[src/rtl/instr_reg_sched.sv]
// Instruction register write/read scheduler.
// Arbitrates two requesters (round-robin) into a single registered write port
// toward an instruction register, tracks occupancy and drives the read address.
// A two-cycle INIT phase holds the register in reset (dut_reset_n low) after
// reset or flush.
// Optional statistics (wr_total / rd_total) are built when the macro
// INSTR_REG_SCHED_STATS_EN is defined.

module instr_reg_sched #(
    parameter int unsigned DEPTH     = 32,
    parameter int unsigned OPCODE_W  = 4,
    parameter int unsigned OPERAND_W = 32,
    localparam int unsigned AW       = $clog2(DEPTH),
    localparam int unsigned CW       = AW + 1
) (
    input  logic                 clk,
    input  logic                 reset,
    input  logic [1:0]           req_valid,
    input  logic [OPCODE_W-1:0]  req_opcode0,
    input  logic [OPCODE_W-1:0]  req_opcode1,
    input  logic [OPERAND_W-1:0] req_operand_a0,
    input  logic [OPERAND_W-1:0] req_operand_a1,
    input  logic [OPERAND_W-1:0] req_operand_b0,
    input  logic [OPERAND_W-1:0] req_operand_b1,
    output logic [1:0]           req_ready,
    input  logic                 flush,
    input  logic                 rd_ready,
    output logic                 rd_valid,
    output logic                 load_en,
    output logic [OPCODE_W-1:0]  opcode,
    output logic [OPERAND_W-1:0] operand_a,
    output logic [OPERAND_W-1:0] operand_b,
    output logic [AW-1:0]        write_pointer,
    output logic [AW-1:0]        read_pointer,
    output logic                 dut_reset_n,
`ifdef INSTR_REG_SCHED_STATS_EN
    output logic [15:0]          wr_total,
    output logic [15:0]          rd_total,
`endif
    output logic [CW-1:0]        count
);

    localparam logic StInit = 1'b0;
    localparam logic StRun  = 1'b1;

    logic                 state_q, state_d;
    logic                 init_cnt_q, init_cnt_d;
    logic [AW-1:0]        wp_q, wp_d;
    logic [AW-1:0]        rp_q, rp_d;
    logic [CW-1:0]        count_q, count_d;
    logic                 load_en_q, load_en_d;
    logic [OPCODE_W-1:0]  opcode_q, opcode_d;
    logic [OPERAND_W-1:0] operand_a_q, operand_a_d;
    logic [OPERAND_W-1:0] operand_b_q, operand_b_d;
    // 1: requester 1 was granted last, so requester 0 wins a tie next.
    logic                 last_q, last_d;

    logic                 running;
    logic                 has_room;
    logic [CW:0]          occupancy;
    logic [1:0]           grant;
    logic                 wr_fire;
    logic                 rd_fire;

    assign running   = (state_q == StRun);
    // An in-flight load_en cycle already owns a slot.
    assign occupancy = {1'b0, count_q} + (CW + 1)'(load_en_q);
    assign has_room  = (occupancy < (CW + 1)'(DEPTH));
    assign rd_valid  = running && (count_q != '0);
    assign rd_fire   = rd_valid && rd_ready;
    assign wr_fire   = |grant;

    // Round-robin grant, offered only to an asserting requester with space available.
    always_comb begin
        grant = 2'b00;
        if (running && has_room) begin
            if (req_valid[0] && (!req_valid[1] || last_q)) begin
                grant = 2'b01;
            end else if (req_valid[1]) begin
                grant = 2'b10;
            end
        end
    end

    assign req_ready = grant;

    // Next-state logic for FSM, pointers, occupancy and the write-port register.
    always_comb begin
        state_d     = state_q;
        init_cnt_d  = init_cnt_q;
        wp_d        = wp_q;
        rp_d        = rp_q;
        count_d     = count_q;
        load_en_d   = 1'b0;
        opcode_d    = opcode_q;
        operand_a_d = operand_a_q;
        operand_b_d = operand_b_q;
        last_d      = last_q;

        if (flush) begin
            // Flush drops any same-cycle handshake and restarts the INIT phase.
            state_d    = StInit;
            init_cnt_d = 1'b0;
            wp_d       = '0;
            rp_d       = '0;
            count_d    = '0;
        end else if (!running) begin
            if (init_cnt_q) begin
                state_d    = StRun;
                init_cnt_d = 1'b0;
            end else begin
                init_cnt_d = 1'b1;
            end
        end else begin
            load_en_d = wr_fire;
            if (wr_fire) begin
                last_d = grant[1];
                if (grant[1]) begin
                    opcode_d    = req_opcode1;
                    operand_a_d = req_operand_a1;
                    operand_b_d = req_operand_b1;
                end else begin
                    opcode_d    = req_opcode0;
                    operand_a_d = req_operand_a0;
                    operand_b_d = req_operand_b0;
                end
            end
            if (load_en_q) begin
                wp_d = wp_q + AW'(1);
            end
            if (rd_fire) begin
                rp_d = rp_q + AW'(1);
            end
            case ({load_en_q, rd_fire})
                2'b10:   count_d = count_q + CW'(1);
                2'b01:   count_d = count_q - CW'(1);
                default: count_d = count_q;
            endcase
        end
    end

    // State registers; reset dominates flush and drops any pending load.
    always_ff @(posedge clk) begin
        if (reset) begin
            state_q     <= StInit;
            init_cnt_q  <= 1'b0;
            wp_q        <= '0;
            rp_q        <= '0;
            count_q     <= '0;
            load_en_q   <= 1'b0;
            opcode_q    <= '0;
            operand_a_q <= '0;
            operand_b_q <= '0;
            last_q      <= 1'b1;
        end else begin
            state_q     <= state_d;
            init_cnt_q  <= init_cnt_d;
            wp_q        <= wp_d;
            rp_q        <= rp_d;
            count_q     <= count_d;
            load_en_q   <= load_en_d;
            opcode_q    <= opcode_d;
            operand_a_q <= operand_a_d;
            operand_b_q <= operand_b_d;
            last_q      <= last_d;
        end
    end

    assign load_en       = load_en_q;
    assign opcode        = opcode_q;
    assign operand_a     = operand_a_q;
    assign operand_b     = operand_b_q;
    assign write_pointer = wp_q;
    assign read_pointer  = rp_q;
    assign count         = count_q;
    assign dut_reset_n   = running;

`ifdef INSTR_REG_SCHED_STATS_EN
    logic [15:0] wr_total_q, rd_total_q;

    // Saturating transfer counters; survive flush, cleared only by reset.
    always_ff @(posedge clk) begin
        if (reset) begin
            wr_total_q <= '0;
            rd_total_q <= '0;
        end else begin
            if (wr_fire && !flush && (wr_total_q != 16'hFFFF)) begin
                wr_total_q <= wr_total_q + 16'd1;
            end
            if (rd_fire && !flush && (rd_total_q != 16'hFFFF)) begin
                rd_total_q <= rd_total_q + 16'd1;
            end
        end
    end

    assign wr_total = wr_total_q;
    assign rd_total = rd_total_q;
`endif

endmodule

[config.mk]
export PLATFORM = sky130hd
export DESIGN_NAME = instr_reg_sched
export DESIGN_NICKNAME = d
export VERILOG_FILES = /design/src/rtl/instr_reg_sched.sv
export SDC_FILE = /design/constraint.sdc
export NUM_CORES = 1
export LEC_CHECK = 0
export ABC_AREA = 0
export CAP_MARGIN = 20
export CORE_ASPECT_RATIO = 2
export CORE_MARGIN = 8
export CORE_UTILIZATION = 40
export CTS_CLUSTER_DIAMETER = 80
export DETAILED_ROUTE_END_ITERATION = 10
export PLACE_DENSITY = 0.81
export SLEW_MARGIN = 20
export SYNTH_ARGS = -nofsm -noshare
export SYNTH_HDL_FRONTEND = slang
export SYNTH_SLANG_ARGS = --single-unit
[constraint.sdc]
create_clock -name clk -period 3.1 [get_ports clk]
set_input_delay 0.62 -clock clk [delete_from_list [all_inputs] [get_ports clk]]
set_output_delay 0.62 -clock clk [all_outputs]
set_load 0.01 [all_outputs]
==> results of run 1 <==
==> power groups by stage <==
stage               combinational, W  clock, W  sequential, W
finish                      0.000359  0.000984        0.00116
global route                0.000384   0.00106        0.00116
CTS                         0.000362   0.00101        0.00116
detailed placement          0.000359         0        0.00119
global placement            0.000352         0        0.00119
floorplan                   0.000107         0        0.00120
==> cell type report <==
type,instances,share of cell area
Timing Repair Buffer,239,0.343
Multi-Input combinational cell,361,0.333
Sequential cell,88,0.254
Clock buffer,11,0.0336
Tap cell,140,0.0253
Inverter,9,0.00560
Clock inverter,5,0.00488
==> synth_stat cells <==
| cell | instances | share of area |
|---|---|---|
| o31ai_1 | 1 | 0.0017 |
| fa_1 | 1 | 0.0046 |
| nand2b_1 | 25 | 0.036 |
| nand4_1 | 5 | 0.0071 |
| a211o_1 | 1 | 0.0020 |
| or4_1 | 1 | 0.0017 |
| buf_2 | 12 | 0.014 |
| and4_1 | 1 | 0.0020 |
| buf_8 | 3 | 0.010 |
| a311oi_1 | 4 | 0.0080 |
| a311oi_2 | 41 | 0.14 |
| inv_6 | 1 | 0.0020 |
| o31a_1 | 1 | 0.0020 |
| or3_1 | 2 | 0.0029 |
| xor2_1 | 8 | 0.016 |
| nand3_1 | 1 | 0.0011 |
| nand2_1 | 145 | 0.12 |
| nor2b_1 | 1 | 0.0014 |
| inv_2 | 1 | 0.00086 |
| a21oi_1 | 6 | 0.0069 |
| a21o_1 | 3 | 0.0051 |
| a211oi_1 | 3 | 0.0051 |
| and2b_1 | 1 | 0.0017 |
| o311ai_4 | 1 | 0.0060 |
| inv_1 | 7 | 0.0060 |
| nor2_1 | 62 | 0.053 |
| and2_0 | 1 | 0.0014 |
| o311a_1 | 1 | 0.0023 |
| ha_1 | 7 | 0.020 |
| buf_1 | 1 | 0.00086 |
| xnor2_1 | 2 | 0.0040 |
| clkbuf_1 | 15 | 0.013 |
| or2_1 | 2 | 0.0029 |
| nor3_2 | 1 | 0.0023 |
| o21ai_0 | 3 | 0.0034 |
| dfxtp_1 | 88 | 0.40 |
| mux2i_1 | 3 | 0.0069 |
| nor4_1 | 2 | 0.0029 |
| buf_4 | 3 | 0.0051 |
| and3_1 | 1 | 0.0014 |
| a32oi_1 | 24 | 0.048 |
| buf_6 | 8 | 0.021 |
==> per-layer routing <==
layer  vias up  routed length (um)
met5         -                   0
met4         0                 485
met3        32                1190
met2       187                8580
met1      2137                5590
li1       2146                   -
==> state kept, by name, indices dropped and copies added (netlist names) <==
signal         flops
count              6
dut_reset_n        1
init_cnt_q         1
last_q             1
load_en            1
opcode             4
operand_a         32
operand_b         32
read_pointer       5
write_pointer      5
==> stage by stage <==
step | instances | setup slack, ns | cell area, um^2
final | 853 | 0.332 | 6920
after global routing | 853 | 0.195 | 6920
after CTS | 853 | 0.357 | 6920
after detailed placement | 837 | 0.295 | 6660
after global placement | 837 | 0.380 | 6660
after floorplan | 500 | 0.460 | 4380
==> cell families (layout without fill, tap and decap cells) <==
| logic type | count (synthesis) | count (layout) |
|---|---|---|
| and+or+nand+nor | 251 | 251 |
| AOI/OAI and AO/OA | 89 | 89 |
| DFF | 88 | 88 |
| buffers and inverters | 51 | 264 |
| xor gates and xnor gates | 10 | 10 |
| adders and majority gates | 8 | 8 |
| muxes | 3 | 3 |
==> final timing paths <==
path	endpoint	slack [ns]	cells past startpoint
min	operand_a[31]	0.46	2
max reg2reg	count[4]	0.33	10
max	count[4]	0.33	10
min reg2reg	operand_a[31]	0.46	2
==> tightest hold or removal path, cell delays in order, from the launching register on <==
cell      delay, ns
dfxtp_1        0.31
nand2b_1       0.06
a32oi_1        0.05
==> impl_metrics.tcl, run 1 <==
set metrics [dict create \
    status "finished, final reports clean" \
    synth_nets 650 \
    ys_seq_elements 88 \
    final_layout_size_suffix_gt1_frac 0.0982 \
    port_buffers 230 \
    switching_share 0.232 \
    num_vias 4502 \
    postCtsResizedCells 0 \
    core_um2 10800 \
    intPower_w 0.00192 \
    crit_buf_inv 2 \
    cpPeakStageDelay_ns 0.54 \
    grt_pass1_wl_um 25000 \
    crit_start "count[0]" \
    use_met3 0.0686 \
    synth_compound_area_frac 0.231 \
    grt_pass1_vias 4795 \
    fp.dieW_um 90.0 \
    rsz0062_at_grt "no" \
    grt-ovfl-total 0 \
    dp_hpwl_um 11800 \
    relSlewSlack 0.352 \
    fin_tns_setup_ns 0 \
    fin_util 0.640 \
    cts_buffers 9 \
    die-area_um2 14700 \
    rows 54 \
    yosysSeqAreaShare 0.403 \
    tightest_slew_ns 0.973 \
    layout_common_cells "clkdlybuf4s50_1, nand2_1, dfxtp_1" \
    synth_area_um2 4380 \
    regArea_um2 1760 \
    num_io_pins 231 \
    required_ns 3.31 \
    ir_drop_mv 0.288 \
    grt_max_degree 70 \
    worstHoldPathType "flip-flop to flip-flop" \
    synth_adder_area_share 0.0246 \
    clkTransAtPathRegs_ns 0.06 \
    p_clk_frac 0.393 \
    p_per_area_nw_per_um2 362 \
    cp_slowest_cell "or4_1" \
    dr.pass1.iters 4 \
    htreeDepth 3 \
    gr-max-usage-layer "met2" \
    clk_latency_ns 0.33 \
    start_util 0.405 \
    grt_usage 0.208 \
    grtUsageMet2 0.395 \
    viasPerCell 5.28 \
    hold_slack_ns 0.462 \
    ant_nets 0 \
    worst-path-max-fanout 6 \
    met1_usage 0.199 \
    start_kind "flip-flop" \
    hold_buffers 0 \
    drt-initial-drc-count 205 \
    wl_per_cell_um 18.6 \
    power_w 0.00251 \
    p_sw_w 0.000582 \
    worstPathArrival_ns 2.97 \
    root_buffer "clkbuf_16" \
    synth_top_family_by_area "simple AND/OR/NAND/NOR gates" \
    syn-mean-instance-area_um2 8.75 \
    total_leakage_power_nw 2.47 \
    nets 858 \
    yosysUniqueCellTypes 42 \
    fp.dieH_um 164 \
    tritoncts "yes" \
    clock.fmax_ghz 0.361 \
    num_antenna_cells 0 \
    syn2layout_area_growth_pct 58.2 \
    post_cts_buffers 0 \
    crit_type "flip-flop to flip-flop" \
    min-delay-start "operand_a[31]" \
    power_frac_comb 0.143 \
    worstPathCellList "or4_1 -> o311a_1 -> ha_1 -> inv_1 -> fa_1 -> inv_1 -> a21o_1 -> a21oi_1 -> xor2_1 -> o31ai_1" \
    seqPwrFrac 0.464 \
    nFillCells 918 \
    setup_viol 0 \
    crit_path_end_kind "flip-flop" \
    period_needed_ns 2.77 \
    muxShareOfSynthArea 0.00686 \
    multi_input_area_um2 2300 \
    netlist_instances 500 \
    slew_viol_final 0 \
    cts.sinks 88 \
    yosysWarnings 0 \
    finalHoldViolCount 0 \
    critPathTopFamily "compound AO/OA/AOI/OAI gates" \
    final_common_cell "clkdlybuf4s50_1" \
    post-route-period-util 0.893 \
    routabilityCongestion 0.910 \
    fin_skew_ns 0.00799 \
    synthXorXnorAreaFrac 0.0200 \
    wl_um 15800 \
    antenna_found_initial 0 \
    synth-simple-area-share 0.242 \
    crit_top_cell "inv_1" \
    remaining_drc_errors 0 \
    cap_viol_max_count 0 \
    cts_max_path_buffers 2 \
    worst_r2r_startpoint "count[0]" \
]
(Power assumes the default switching activity.)
==> run 2, diff against run 1 <==
--- a/config.mk
+++ b/config.mk
@@ -6,7 +6,6 @@
 export NUM_CORES = 1
 export LEC_CHECK = 0
 export ABC_AREA = 0
-export CAP_MARGIN = 20
 export CORE_ASPECT_RATIO = 2
 export CORE_MARGIN = 8
 export CORE_UTILIZATION = 40
==> results of run 2 <==
Same layout as run 1: the final DEF is identical, and so are final timing and power.
